===== src/rtl/dbg_gpr_initiator_if.sv =====
// Debug command/response channel, GPR debug port and core write-port snoop
// for dbg_gpr_initiator. Signal suffixes are relative to the initiator.
interface dbg_gpr_initiator_if #(
    parameter int unsigned LenW = 5
);
    logic            cmd_valid_i;
    logic            cmd_ready_o;
    logic            cmd_write_i;
    logic [4:0]      cmd_addr_i;
    logic [31:0]     cmd_wdata_i;
    logic [LenW-1:0] cmd_len_i;
    logic            cmd_verify_i;
    logic            rsp_valid_o;
    logic            rsp_ready_i;
    logic [31:0]     rsp_rdata_o;
    logic            rsp_err_o;
    logic            rsp_last_o;
    logic            jtag_we_o;
    logic [4:0]      jtag_addr_o;
    logic [31:0]     jtag_data_o;
    logic [31:0]     jtag_data_i;
    logic            core_we_i;
    logic [4:0]      core_waddr_i;

    modport master (
        input  cmd_valid_i, cmd_write_i, cmd_addr_i, cmd_wdata_i, cmd_len_i, cmd_verify_i,
               rsp_ready_i, jtag_data_i, core_we_i, core_waddr_i,
        output cmd_ready_o, rsp_valid_o, rsp_rdata_o, rsp_err_o, rsp_last_o,
               jtag_we_o, jtag_addr_o, jtag_data_o
    );

    modport slave (
        output cmd_valid_i, cmd_write_i, cmd_addr_i, cmd_wdata_i, cmd_len_i, cmd_verify_i,
               rsp_ready_i, jtag_data_i, core_we_i, core_waddr_i,
        input  cmd_ready_o, rsp_valid_o, rsp_rdata_o, rsp_err_o, rsp_last_o,
               jtag_we_o, jtag_addr_o, jtag_data_o
    );
endinterface


===== src/rtl/dbg_gpr_initiator.sv =====
// Sequences debug read bursts / single writes onto the GPR debug port,
// retrying writes lost to core ex-stage writes and optionally verifying them.
module dbg_gpr_initiator #(
    parameter int unsigned MaxRetry = 4,
    parameter int unsigned LenW     = 5
) (
    input  logic                clk_i,
    input  logic                rst_i,
    dbg_gpr_initiator_if.master bus
);
    localparam int unsigned DataW  = 32;
    localparam int unsigned AddrW  = 5;
    localparam int unsigned RetryW = (MaxRetry > 1) ? $clog2(MaxRetry) : 1;
    localparam logic [RetryW-1:0] RetryLast = RetryW'(MaxRetry - 1);

    typedef enum logic [2:0] {IDLE, RD, WR, VFY, RSP} state_e;

    state_e            state_q, state_d;
    logic              write_q, write_d;
    logic              verify_q, verify_d;
    logic [AddrW-1:0]  addr_q, addr_d;
    logic [DataW-1:0]  wdata_q, wdata_d;
    logic [LenW-1:0]   len_q, len_d;
    logic [LenW-1:0]   beat_q, beat_d;
    logic [RetryW-1:0] retry_q, retry_d;
    logic              cmd_ready_q, cmd_ready_d;
    logic              rsp_valid_q, rsp_valid_d;
    logic [DataW-1:0]  rsp_rdata_q, rsp_rdata_d;
    logic              rsp_err_q, rsp_err_d;
    logic              rsp_last_q, rsp_last_d;
    logic              jtag_we_q, jtag_we_d;
    logic [AddrW-1:0]  jtag_addr_q, jtag_addr_d;
    logic [DataW-1:0]  jtag_data_q, jtag_data_d;
    logic              collision;

    always_ff @(posedge clk_i) begin
        if (rst_i) begin
            state_q     <= IDLE;
            write_q     <= 1'b0;
            verify_q    <= 1'b0;
            addr_q      <= '0;
            wdata_q     <= '0;
            len_q       <= '0;
            beat_q      <= '0;
            retry_q     <= '0;
            cmd_ready_q <= 1'b1;
            rsp_valid_q <= 1'b0;
            rsp_rdata_q <= '0;
            rsp_err_q   <= 1'b0;
            rsp_last_q  <= 1'b0;
            jtag_we_q   <= 1'b0;
            jtag_addr_q <= '0;
            jtag_data_q <= '0;
        end else begin
            state_q     <= state_d;
            write_q     <= write_d;
            verify_q    <= verify_d;
            addr_q      <= addr_d;
            wdata_q     <= wdata_d;
            len_q       <= len_d;
            beat_q      <= beat_d;
            retry_q     <= retry_d;
            cmd_ready_q <= cmd_ready_d;
            rsp_valid_q <= rsp_valid_d;
            rsp_rdata_q <= rsp_rdata_d;
            rsp_err_q   <= rsp_err_d;
            rsp_last_q  <= rsp_last_d;
            jtag_we_q   <= jtag_we_d;
            jtag_addr_q <= jtag_addr_d;
            jtag_data_q <= jtag_data_d;
        end
    end

    always_comb begin
        state_d     = state_q;
        write_d     = write_q;
        verify_d    = verify_q;
        addr_d      = addr_q;
        wdata_d     = wdata_q;
        len_d       = len_q;
        beat_d      = beat_q;
        retry_d     = retry_q;
        rsp_valid_d = rsp_valid_q;
        rsp_rdata_d = rsp_rdata_q;
        rsp_err_d   = rsp_err_q;
        rsp_last_d  = rsp_last_q;
        // The core wins the regs write port, so any core write loses ours.
        collision   = bus.core_we_i && (bus.core_waddr_i != '0);

        unique case (state_q)
            IDLE: begin
                if (bus.cmd_valid_i) begin
                    write_d  = bus.cmd_write_i;
                    verify_d = bus.cmd_verify_i;
                    addr_d   = bus.cmd_addr_i;
                    wdata_d  = bus.cmd_wdata_i;
                    len_d    = bus.cmd_len_i;
                    beat_d   = '0;
                    retry_d  = '0;
                    state_d  = bus.cmd_write_i ? WR : RD;
                end
            end
            RD: begin
                rsp_rdata_d = (addr_q == '0) ? '0 : bus.jtag_data_i;
                rsp_err_d   = 1'b0;
                rsp_last_d  = (beat_q == len_q);
                rsp_valid_d = 1'b1;
                state_d     = RSP;
            end
            WR: begin
                if (addr_q != '0 && collision && retry_q < RetryLast) begin
                    retry_d = retry_q + RetryW'(1);
                end else if (addr_q != '0 && !collision && verify_q) begin
                    state_d = VFY;
                end else begin
                    rsp_rdata_d = wdata_q;
                    rsp_err_d   = (addr_q != '0) && collision;
                    rsp_last_d  = 1'b1;
                    rsp_valid_d = 1'b1;
                    state_d     = RSP;
                end
            end
            VFY: begin
                rsp_rdata_d = wdata_q;
                rsp_err_d   = (bus.jtag_data_i != wdata_q);
                rsp_last_d  = 1'b1;
                rsp_valid_d = 1'b1;
                state_d     = RSP;
            end
            RSP: begin
                if (bus.rsp_ready_i) begin
                    rsp_valid_d = 1'b0;
                    if (!write_q && beat_q < len_q) begin
                        beat_d  = beat_q + LenW'(1);
                        addr_d  = addr_q + AddrW'(1);
                        state_d = RD;
                    end else begin
                        state_d = IDLE;
                    end
                end
            end
            default: state_d = IDLE;
        endcase

        // Port drives are registered, so derive them from the next state.
        cmd_ready_d = (state_d == IDLE);
        jtag_we_d   = (state_d == WR) && (addr_d != '0);
        jtag_addr_d = (state_d inside {RD, WR, VFY}) ? addr_d : '0;
        jtag_data_d = (state_d == WR) ? wdata_d : '0;
    end

    assign bus.cmd_ready_o = cmd_ready_q;
    assign bus.rsp_valid_o = rsp_valid_q;
    assign bus.rsp_rdata_o = rsp_rdata_q;
    assign bus.rsp_err_o   = rsp_err_q;
    assign bus.rsp_last_o  = rsp_last_q;
    assign bus.jtag_we_o   = jtag_we_q;
    assign bus.jtag_addr_o = jtag_addr_q;
    assign bus.jtag_data_o = jtag_data_q;
endmodule


===== src/flat_wrapper.sv =====
// flat-port wrapper written by rule: the top's interface ports become plain ports
module dbg_gpr_initiator_flat 
#(
    parameter int unsigned MaxRetry = 4,
    parameter int unsigned LenW     = 5
)
  (clk_i, rst_i, bus_cmd_valid_i, bus_cmd_write_i, bus_cmd_addr_i, bus_cmd_wdata_i, bus_cmd_len_i, bus_cmd_verify_i, bus_rsp_ready_i, bus_jtag_data_i, bus_core_we_i, bus_core_waddr_i, bus_cmd_ready_o, bus_rsp_valid_o, bus_rsp_rdata_o, bus_rsp_err_o, bus_rsp_last_o, bus_jtag_we_o, bus_jtag_addr_o, bus_jtag_data_o);
  dbg_gpr_initiator_if #(.LenW(LenW)) bus_i ();
  input  logic clk_i;
  input  logic rst_i;
  input wire logic [$bits(bus_i.cmd_valid_i)-1:0] bus_cmd_valid_i;
  input wire logic [$bits(bus_i.cmd_write_i)-1:0] bus_cmd_write_i;
  input wire logic [$bits(bus_i.cmd_addr_i)-1:0] bus_cmd_addr_i;
  input wire logic [$bits(bus_i.cmd_wdata_i)-1:0] bus_cmd_wdata_i;
  input wire logic [$bits(bus_i.cmd_len_i)-1:0] bus_cmd_len_i;
  input wire logic [$bits(bus_i.cmd_verify_i)-1:0] bus_cmd_verify_i;
  input wire logic [$bits(bus_i.rsp_ready_i)-1:0] bus_rsp_ready_i;
  input wire logic [$bits(bus_i.jtag_data_i)-1:0] bus_jtag_data_i;
  input wire logic [$bits(bus_i.core_we_i)-1:0] bus_core_we_i;
  input wire logic [$bits(bus_i.core_waddr_i)-1:0] bus_core_waddr_i;
  output wire logic [$bits(bus_i.cmd_ready_o)-1:0] bus_cmd_ready_o;
  output wire logic [$bits(bus_i.rsp_valid_o)-1:0] bus_rsp_valid_o;
  output wire logic [$bits(bus_i.rsp_rdata_o)-1:0] bus_rsp_rdata_o;
  output wire logic [$bits(bus_i.rsp_err_o)-1:0] bus_rsp_err_o;
  output wire logic [$bits(bus_i.rsp_last_o)-1:0] bus_rsp_last_o;
  output wire logic [$bits(bus_i.jtag_we_o)-1:0] bus_jtag_we_o;
  output wire logic [$bits(bus_i.jtag_addr_o)-1:0] bus_jtag_addr_o;
  output wire logic [$bits(bus_i.jtag_data_o)-1:0] bus_jtag_data_o;
  assign bus_i.cmd_valid_i = bus_cmd_valid_i;
  assign bus_i.cmd_write_i = bus_cmd_write_i;
  assign bus_i.cmd_addr_i = bus_cmd_addr_i;
  assign bus_i.cmd_wdata_i = bus_cmd_wdata_i;
  assign bus_i.cmd_len_i = bus_cmd_len_i;
  assign bus_i.cmd_verify_i = bus_cmd_verify_i;
  assign bus_i.rsp_ready_i = bus_rsp_ready_i;
  assign bus_i.jtag_data_i = bus_jtag_data_i;
  assign bus_i.core_we_i = bus_core_we_i;
  assign bus_i.core_waddr_i = bus_core_waddr_i;
  assign bus_cmd_ready_o = bus_i.cmd_ready_o;
  assign bus_rsp_valid_o = bus_i.rsp_valid_o;
  assign bus_rsp_rdata_o = bus_i.rsp_rdata_o;
  assign bus_rsp_err_o = bus_i.rsp_err_o;
  assign bus_rsp_last_o = bus_i.rsp_last_o;
  assign bus_jtag_we_o = bus_i.jtag_we_o;
  assign bus_jtag_addr_o = bus_i.jtag_addr_o;
  assign bus_jtag_data_o = bus_i.jtag_data_o;
  dbg_gpr_initiator #(.MaxRetry(MaxRetry), .LenW(LenW)) u_core (.clk_i(clk_i), .rst_i(rst_i), .bus(bus_i));
endmodule

===== config.mk =====
export PLATFORM = sky130hd
export DESIGN_NAME = dbg_gpr_initiator_flat
export DESIGN_NICKNAME = d
export VERILOG_FILES = /design/src/rtl/dbg_gpr_initiator_if.sv /design/src/rtl/dbg_gpr_initiator.sv /design/src/flat_wrapper.sv
export SDC_FILE = /design/constraint.sdc
export NUM_CORES = 1
export LEC_CHECK = 0
export CORE_MARGIN = 2
export CORE_UTILIZATION = 45
export DETAILED_ROUTE_END_ITERATION = 6
export GPL_TIMING_DRIVEN = 0
export PLACE_DENSITY = 0.88
export REMOVE_ABC_BUFFERS = 1
export SETUP_SLACK_MARGIN = 0.4
export SYNTH_ARGS = -nofsm -noshare
export SYNTH_HDL_FRONTEND = slang
export SYNTH_SLANG_ARGS = --single-unit

===== constraint.sdc =====
create_clock -name clk_i -period 5 [get_ports clk_i]
set_clock_uncertainty 0.15 [all_clocks]
set_input_delay 1 -clock clk_i [delete_from_list [all_inputs] [get_ports clk_i]]
set_output_delay 1 -clock clk_i [all_outputs]
set_load 0.1 [all_outputs]

==> flow_summary.ini, run 1 <==
[outcome]
status = complete, but fails checks
violations = design-rule violations

[layout]
area_growth_pct = 39.7
fin_nets = 827
drive_gt1_share_pct = 9.97
multi_input_area_sq_mm = 0.00272
seq_area_sq_mm = 0.00256
n_fill_cell = 965
utilization_pct = 64.3
num_antenna_cells = 0
stdcell_count = 889
layout_commonest_cell = clkdlybuf4s50_1
mostFrequentLayoutCells = clkdlybuf4s50_1 (158), dfxtp_1 (128), nor2_1 (114)

[global_route]
antenna_found_initial = 0
grt.overflow.total = 0
grt_max_degree = 68
grt_first_pass_wirelength_um = 24000
grt_usage_pct = 23.2
grt_pass1_vias = 4964

[setup_path]
end_kind = flip-flop
r2r_cells = 8
cp.arrival_ns = 3.83
cp-start-kind = input pin
cp_max_fo = 21
critPathKind = in2reg
crit_required_ns = 5.18

[cts]
post_cts_buffers = 0
numCtsBuffers = 17
clkSinkCount = 128
cts_tree = done
path_clk_slew_ns = 0.05
root_buffer = clkbuf_16
cts_max_level = 4
hold_buffers = 0
clock_latency_ns = 0.42
clk_path_buf_depth = 2
ctsResizeCount = 0

[drt]
drtPass1Iterations = 7
routed_wl_um = 15400
via_per_inst = 5.48
drc = 4
wl_per_cell_um = 17.3
ant_nets = 0
drtIter0Drc = 286
vias = 4876

[pwr]
max-vdd-ir-drop_mv = 0.254
switching_power_mw = 1.11
power_density_mw_per_mm2 = 420
leakagePower_nw = 2.77
power.share.sequential_pct = 35.8
p_clk_share_pct = 36.2
power_mw = 3.24
combPwrFrac_pct = 28.0
p_sw_share_pct = 34.2
p_int_mw = 2.13

[synthesis]
ys_seq_elements = 128
async_flop_share_pct = 0
yosysUniqueCellTypes = 47
ys_warn_count = 0
netlist_area_sq_mm = 0.00553
ys_seq_area_share_pct = 46.4
synth_edf_count = 0
syn_avg_cell_area_sq_um = 9.34
synth-main-ff-cell = dfxtp_1
syn_inst = 592

[floorplan]
die_w_um = 115
io_pins = 160
die-height_um = 115
die_area_sq_mm = 0.0132
design.core.area_sq_mm = 0.0120
initial_core_util_pct = 46.0
rows = 40

[timing]
hold_viol_final = 0
fin_setup_tns_ns = 0
tightest_slew_ns = 1.01
clock.fmax_ghz = 0.274
fin_crit_ns = 3.65
rsz0062_at_grt = no
period_share_pct = 73.0
setup_slack_ns = 1.35
finalMaxSlewViolations = 0
timing.final.setup_violations = 0
slew_headroom_pct = 32.3

[hold_path]
hp-class = reg2reg
hold_path_depth = 2

[placed_design]
pre_cts_ws_ns = 0.991
hpwl_um = 10300
place_congestion = 0.851
io_buffer_count = 159
place_inst = 860

[run]
cap_violations = 0
## final cells by class
type / count / area share, %
Multi-Input combinational cell: 413 / 35.2
Sequential cell: 128 / 33.2
Timing Repair Buffer: 162 / 21.6
Clock buffer: 22 / 6.01
Tap cell: 147 / 2.38
Clock inverter: 7 / 1.13
Inverter: 10 / 0.486
## routing by layer
layer	track usage [%]	vias to the layer above	wire [um]	part of all wire, %
met3	9.49	29	1160	7.6
met1	26.1	2337	6320	41
met5	0	-	0	0
met2	39.5	175	7570	49
li1	-	2335	-	-
met4	9.16	0	297	1.9
## cell families (layout without fill, tap and decap cells)
kind of cell               count (synthesis)  in the layout  synth area share, %
xor gates and xnor gates                  35             35                 5.55
AOI/OAI and AO/OA                         78             78                 14.4
muxes                                     35             35                 6.34
adders and majority gates                  9              9                 2.04
DFF                                      128            128                 46.4
buffers and inverters                     51            201                 4.66
and+or+nand+nor                          256            256                 20.6
## cell usage after synthesis, types with 3 or more instances
cell type | n | share of area, %
nand2_1 | 61 | 4.1
mux2i_1 | 35 | 6.3
buf_2 | 8 | 0.72
xnor2_1 | 28 | 4.4
nand4_1 | 9 | 1.0
nor4_1 | 3 | 0.34
clkbuf_1 | 24 | 1.6
a311oi_2 | 33 | 9.0
nor3_1 | 4 | 0.36
ha_1 | 9 | 2.0
and2_1 | 5 | 0.57
dfxtp_1 | 128 | 46
xor2_1 | 7 | 1.1
nor2b_1 | 4 | 0.45
o21ai_0 | 6 | 0.54
nand3_1 | 38 | 3.4
nor2_1 | 114 | 7.7
and3_1 | 3 | 0.34
buf_6 | 7 | 1.4
a21oi_1 | 17 | 1.5
inv_1 | 10 | 0.68
## flip-flops by register name, indices dropped and copies added, names as in the netlist
register / flops
u_core.bus.cmd_ready_o: 1
u_core.bus.rsp_rdata_o: 32
u_core.retry_q: 2
u_core.bus.jtag_we_o: 1
u_core.bus.rsp_valid_o: 1
u_core.bus.rsp_err_o: 1
u_core.write_q: 1
u_core.state_q: 3
u_core.bus.rsp_last_o: 1
u_core.verify_q: 1
u_core.addr_q: 5
u_core.bus.jtag_addr_o: 5
u_core.len_q: 5
u_core.wdata_q: 32
u_core.bus.jtag_data_o: 32
u_core.beat_q: 5
## critical path: stages
cell and delay (ns):
clkdlybuf4s50_1 0.61, nor2b_1 0.29, and2_2 0.54, nand2_1 0.18, a21oi_1 0.22, nand2_1 0.47
buf_16 0.36, a41oi_1 0.17
## power by group through the flow
stage | clock, mW | combinational [mW] | sequential (mW)
after CTS | 1.19 | 0.910 | 1.16
after detailed placement | 0 | 0.905 | 1.18
final | 1.17 | 0.908 | 1.16
after global placement | 0 | 0.892 | 1.17
after floorplan | 0 | 0.300 | 1.50
after global routing | 1.24 | 0.953 | 1.17
## through the flow
stage	area (sq um)	hold WS [ns]
final	7720	0.323
after global placement	7080	0.292
after detailed placement	7170	0.312
after CTS	7720	0.320
after floorplan	5310	0.280
after global routing	7720	0.351
## final timing paths
kind	to	slack, ns	from
hold / removal	u_core.retry_q[1]	0.32	u_core.retry_q[1]
setup / recovery	u_core.bus.jtag_we_o	1.35	bus_cmd_valid_i
setup reg to reg	u_core.bus.rsp_rdata_o[31]	1.41	u_core.addr_q[0]
hold reg to reg	u_core.retry_q[1]	0.32	u_core.retry_q[1]
Power figures use the tool's default switching activity.
==> inputs of run 2 (changes only) <==
Settings changed: CORE_UTILIZATION 45 to 43.
Clock period 5 ns to 3.1 ns, I/O delays scaled along.
==> run 2 against run 1 <==
Against the previous run:
- routed wire length rose by 14%
- the flow now finishes without violations
- critical path depth shrank 1
- sequential share of layout area down 1.4 points
- global-route usage up 1.6 points
- design area up 4.6%
- worst setup slack worse by 0.95 ns
- sequential cell count did not move
- utilization is essentially flat
- combinational power rose by 70%
- via count increased by 2.9%
- critical endpoint is now u_core.bus.rsp_err_o
==> flow_summary.ini, run 2 (synthesis gave the netlist of run 1 again) <==
[drt]
drc = 0
ant_nets = 0
wl_per_cell_um = 18.8
drtIter0Drc = 374
vias = 5015
via_per_inst = 5.39
routed_wl_um = 17500
drtPass1Iterations = 5

[placed_design]
place_inst = 885
io_buffer_count = 159
pre_cts_ws_ns = -0.946
place_congestion = 0.808
hpwl_um = 10100

[layout]
layout_commonest_cell = dfxtp_1
drive_gt1_share_pct = 13.5
stdcell_count = 930
mostFrequentLayoutCells = dfxtp_1 (127), clkdlybuf4s50_1 (120), nor2_1 (113)
area_growth_pct = 46.1
num_antenna_cells = 0
fin_nets = 840

[cts]
clk_path_buf_depth = 2
clock_latency_ns = 0.43
root_buffer = clkbuf_16
path_clk_slew_ns = 0.06
numCtsBuffers = 17
clkSinkCount = 128
hold_buffers = 0
cts_max_level = 4
cts_tree = done

[run]
cap_violations = 0

[global_route]
grt_first_pass_wirelength_um = 26700
antenna_found_initial = 0
grt_max_degree = 48
grt_pass1_vias = 5069
grt.overflow.total = 0
grt_usage_pct = 24.9

[floorplan]
die_area_sq_mm = 0.0138
rows = 41
die-height_um = 117
io_pins = 160
die_w_um = 117
design.core.area_sq_mm = 0.0126
initial_core_util_pct = 44.0

[timing]
finalMaxSlewViolations = 0
tightest_slew_ns = 1.05
rsz0062_at_grt = yes
setup_slack_ns = 0.398
period_share_pct = 87.2
fin_crit_ns = 2.70
slew_headroom_pct = 30.5
clock.fmax_ghz = 0.370
hold_viol_final = 0
timing.final.setup_violations = 0

[setup_path]
cp-start-kind = input pin
cp.arrival_ns = 2.89
critPathKind = in2reg
crit_required_ns = 3.28
cp_max_fo = 8
end_kind = flip-flop

[pwr]
power_density_mw_per_mm2 = 684
leakagePower_nw = 3.39
max-vdd-ir-drop_mv = 0.502

[outcome]
status = complete, no violations

[hold_path]
hp-class = reg2reg
==> run 2: changes by cell type in the layout (fill, tap and decap cells not counted), moves of 3 or more <==
cell / before / now
clkdlybuf4s50_1: 158 / 120
dlymetal6s2s_1: 0 / 27
dlygate4sd2_1: 0 / 11
and2_4: 1 / 5
buf_4: 1 / 5
clkinv_4: 0 / 3
==> run 2: routing by layer <==
| metal | track usage [%] | part of all wire, % | vias up |
|---|---|---|---|
| li1 | - | - | 2371 |
| met2 | 40.9 | 49 | 190 |
| met4 | 9.71 | 1.6 | 0 |
| met1 | 28.9 | 42 | 2427 |
| met3 | 10.2 | 7.7 | 27 |
| met5 | 0 | 0 | - |
==> run 2: layout make-up <==
| class | instances | area, sq um |
|---|---|---|
| clock buffers | 18 | 429 |
| clock inverters | 14 | 190 |
| fillers | 998 | 4490 |
| inverters | 10 | 37.5 |
| multi-input cells | 420 | 2850 |
| flip-flops and latches | 128 | 2560 |
| well taps | 172 | 215 |
| repair buffers | 168 | 1790 |
==> run 2: worst max-delay path, cell delays in order <==
cell             delay (ns)
clkdlybuf4s50_1        0.40
or4_4                  0.57
o21a_1                 0.25
o211ai_4               0.35
nand2_2                0.09
or4_1                  0.51
o32ai_2                0.10
==> run 2: final timing paths <==
| check | startpoint | to | slack, ns | cells after the start |
|---|---|---|---|---|
| max reg2reg | u_core.beat_q[1] | u_core.bus.jtag_we_o | 0.55 | 7 |
| min reg2reg | u_core.len_q[1] | u_core.len_q[1] | 0.32 | 2 |
| max | bus_core_waddr_i[4] | u_core.bus.rsp_err_o | 0.40 | 7 |
| min | u_core.len_q[1] | u_core.len_q[1] | 0.32 | 2 |
==> run 2: timing repair <==
| item | 4_1_cts | 5_1_grt |
|---|---|---|
| cloned | 5 | 2 |
| endpoints found under the hold margin | 0 | 0 |
| pin swaps | 2 | 14 |
| setup endpoints to repair | 92 | 82 |
| setup buffers | 4 | 2 |
| resized for setup | 25 | 34 |
==> run 2: power breakdown <==
part / internal [mW] / leakage (nW) / total (mW) / switching (mW)
Clock: 1.34 / 0.300 / 2.11 / 0.766
Combinational: 0.483 / 2.04 / 1.54 / 1.06
Sequential: 1.77 / 1.05 / 1.87 / 0.0982
==> run 2: per-stage QoR <==
stage | instance area, sq um | utilization, % | TNS [ns] | total power, mW | hold WS, ns
global route | 8080 | 64.3 | 0 | 5.71 | 0.343
CTS | 7950 | 63.2 | 0 | 5.54 | 0.317
detailed placement | 7200 | 57.3 | -45.78 | 3.36 | 0.302
floorplan | 5310 | - | -43.78 | 2.91 | 0.280
finish | 8080 | 64.3 | 0 | 5.52 | 0.319
global placement | 7110 | 56.6 | -250.73 | 3.34 | 0.295
==> inputs of run 3 (changes only) <==
Settings changed: ABC_AREA set to 1, CORE_UTILIZATION 43 to 44, PLACE_DENSITY 0.88 to 0.89.
==> run 3 against run 2 <==
Against the previous run:
- maximum frequency is 1.3% higher
- die area rose by 4.2%
- sequential share of layout area fell by 0.78 points
- critical path depth shrank 6
- area after synthesis is 6.8% higher
- sequential cell count stayed put
- worst setup slack better by 0.035 ns
- cell count grew 20%
- design area rose by 2.5%
- combinational power up 8%
==> flow_summary.ini, run 3 <==
[placed_design]
io_buffer_count = 159
place_congestion = 0.813
hpwl_um = 11000
place_inst = 1079

[floorplan]
die_w_um = 120
initial_core_util_pct = 44.7
design.core.area_sq_mm = 0.0132
io_pins = 160
die-height_um = 120
rows = 42
die_area_sq_mm = 0.0144

[cts]
numCtsBuffers = 17
hold_buffers = 0
clk_path_buf_depth = 2
cts_tree = done
clock_latency_ns = 0.42
clkSinkCount = 128
cts_max_level = 4
root_buffer = clkbuf_16
path_clk_slew_ns = 0.06

[synthesis]
ys_seq_elements = 128
netlist_area_sq_mm = 0.00590
syn_inst = 776
synth_area_leaders = dfxtp_1 (43%), nor2_1 (10%), o21ai_0 (7.5%), nand2_1 (7.3%), nor2_4 (6.3%)
ys_seq_area_share_pct = 43.4
synth-main-ff-cell = dfxtp_1
async_flop_share_pct = 0
synth_commonest_cells = nor2_1 (165), dfxtp_1 (128), nand2_1 (115), o21ai_0 (89), inv_1 (72)
synth_edf_count = 0
ys_warn_count = 0
yosysTopAreaCell = dfxtp_1
yosysUniqueCellTypes = 37
syn_avg_cell_area_sq_um = 7.61
yosysMostFrequentCell = nor2_1
synth_top_area_share_pct = 43.4

[layout]
drive_gt1_share_pct = 10.2
n_fill_cell = 1109
stdcell_count = 1115
fin_nets = 1021
layout_commonest_cell = nor2_1
num_antenna_cells = 0
mostFrequentLayoutCells = nor2_1 (165), clkdlybuf4s50_1 (134), dfxtp_1 (128)
area_growth_pct = 40.2

[timing]
fin_crit_ns = 2.67
clock.fmax_ghz = 0.375
timing.final.setup_violations = 0
tightest_slew_ns = 1.02
rsz0062_at_grt = no
hold_viol_final = 0
fin_setup_tns_ns = 0
period_share_pct = 86.0
finalMaxSlewViolations = 0
slew_headroom_pct = 31.8

[setup_path]
crit_required_ns = 2.33
cp-startpoint = u_core.bus.rsp_rdata_o[1]
critPathKind = reg2out
cp.arrival_ns = 1.90
cp-start-kind = flip-flop
cp_top_family = buffers and inverters
max_stage_delay_ns = 1.15
cp_max_fo = 2
regToRegStartpoint = u_core.addr_q[0]
slowest_stage = clkdlybuf4s50_1
path_cells = clkdlybuf4s50_1
end_kind = primary output
worst-path-buf-inv = 1

[global_route]
grt.overflow.total = 0
grt_max_degree = 65
grt_first_pass_wirelength_um = 26200
grt_usage_pct = 23.4
antenna_found_initial = 0
grt_pass1_vias = 5393

[drt]
drc = 0
via_per_inst = 5.08
ant_nets = 0
routed_wl_um = 17400
wl_per_cell_um = 15.6
drtIter0Drc = 404
drtPass1Iterations = 5
vias = 5663

[pwr]
power_density_mw_per_mm2 = 689
leakagePower_nw = 3.80
max-vdd-ir-drop_mv = 0.403

[outcome]
status = complete, no violations

[hold_path]
hp-class = reg2reg
min_from = u_core.len_q[1]

[run]
cap_violations = 0
## run 3: changes by cell type in the layout (fill, tap and decap cells not counted), sizes merged, moves of 8 or more
cell,before,now
inv,11,82
a311oi,33,0
a21oi,17,30
o22ai,1,15
xnor2,28,3
nor2,114,202
nand3,38,16
nand2,61,124
dlymetal6s2s,27,19
mux2i,35,15
and2,10,0
clkdlybuf4s50,120,134
o21ai,6,91
## run 3: final timing paths
| check | endpoint | slack [ns] | cells after the start |
|---|---|---|---|
| setup / recovery | bus_rsp_rdata_o[1] | 0.43 | 1 |
| setup reg to reg | u_core.bus.jtag_data_o[10] | 0.52 | 12 |
| hold / removal | u_core.len_q[1] | 0.32 | 2 |
| hold reg to reg | u_core.len_q[1] | 0.32 | 2 |
## run 3: final cells by class
class	instances	area [sq um]	area share, %
multi-input cells	536	2870	34.7
repair buffers	161	1640	19.9
clock inverters	13	185	2.24
well taps	176	220	2.66
inverters	82	344	4.16
clock buffers	19	453	5.47
flip-flops and latches	128	2560	31.0
## run 3: logic make-up (layout without fill, tap and decap cells)
| family | after synthesis | in the layout | share of synthesized area, % |
|---|---|---|---|
| XOR/XNOR | 12 | 12 | 1.78 |
| AND/OR/NAND/NOR | 358 | 360 | 29.6 |
| buffers and inverters | 114 | 275 | 8.37 |
| adder cells (fa/ha/maj) | 9 | 9 | 1.91 |
| AO/OA/AOI/OAI | 140 | 140 | 12.4 |
| multiplexers | 15 | 15 | 2.54 |
| flip-flops | 128 | 128 | 43.4 |
## run 3: repair_timing
action	in CTS	in global routing
buffers inserted	0	2
cloned	0	2
resized for setup	7	24
setup endpoints to repair	71	74
pin swaps	0	1
## run 3: per-stage QoR
| stage | cell area (sq um) | hold WS (ns) | total power [mW] | utilization (%) | setup slack, ns |
|---|---|---|---|---|---|
| detailed placement | 7530 | 0.317 | 3.54 | 57.1 | -0.194 |
| floorplan | 5720 | 0.285 | 3.08 | - | 0.829 |
| finish | 8280 | 0.320 | 5.70 | 62.7 | 0.433 |
| global placement | 7530 | 0.304 | 3.52 | 57.1 | -1.63 |
| global route | 8280 | 0.352 | 5.92 | 62.7 | 0.401 |
| CTS | 8170 | 0.327 | 5.69 | 61.9 | 0.401 |
## run 3: metal layers
metal / share of wire [%] / GRT usage (%) / vias to the layer above
met5: 0 / 0 / -
met4: 2.8 / 9.41 / 0
met3: 6.8 / 8.03 / 34
met2: 50 / 40.7 / 219
met1: 41 / 26.3 / 2633
li1: - / - / 2777
## run 3: report_power, final
group	total [mW]	internal (mW)	leakage, nW	switching, mW
Sequential	1.88	1.79	1.05	0.0874
Combinational	1.67	0.461	2.46	1.20
Clock	2.15	1.39	0.298	0.766
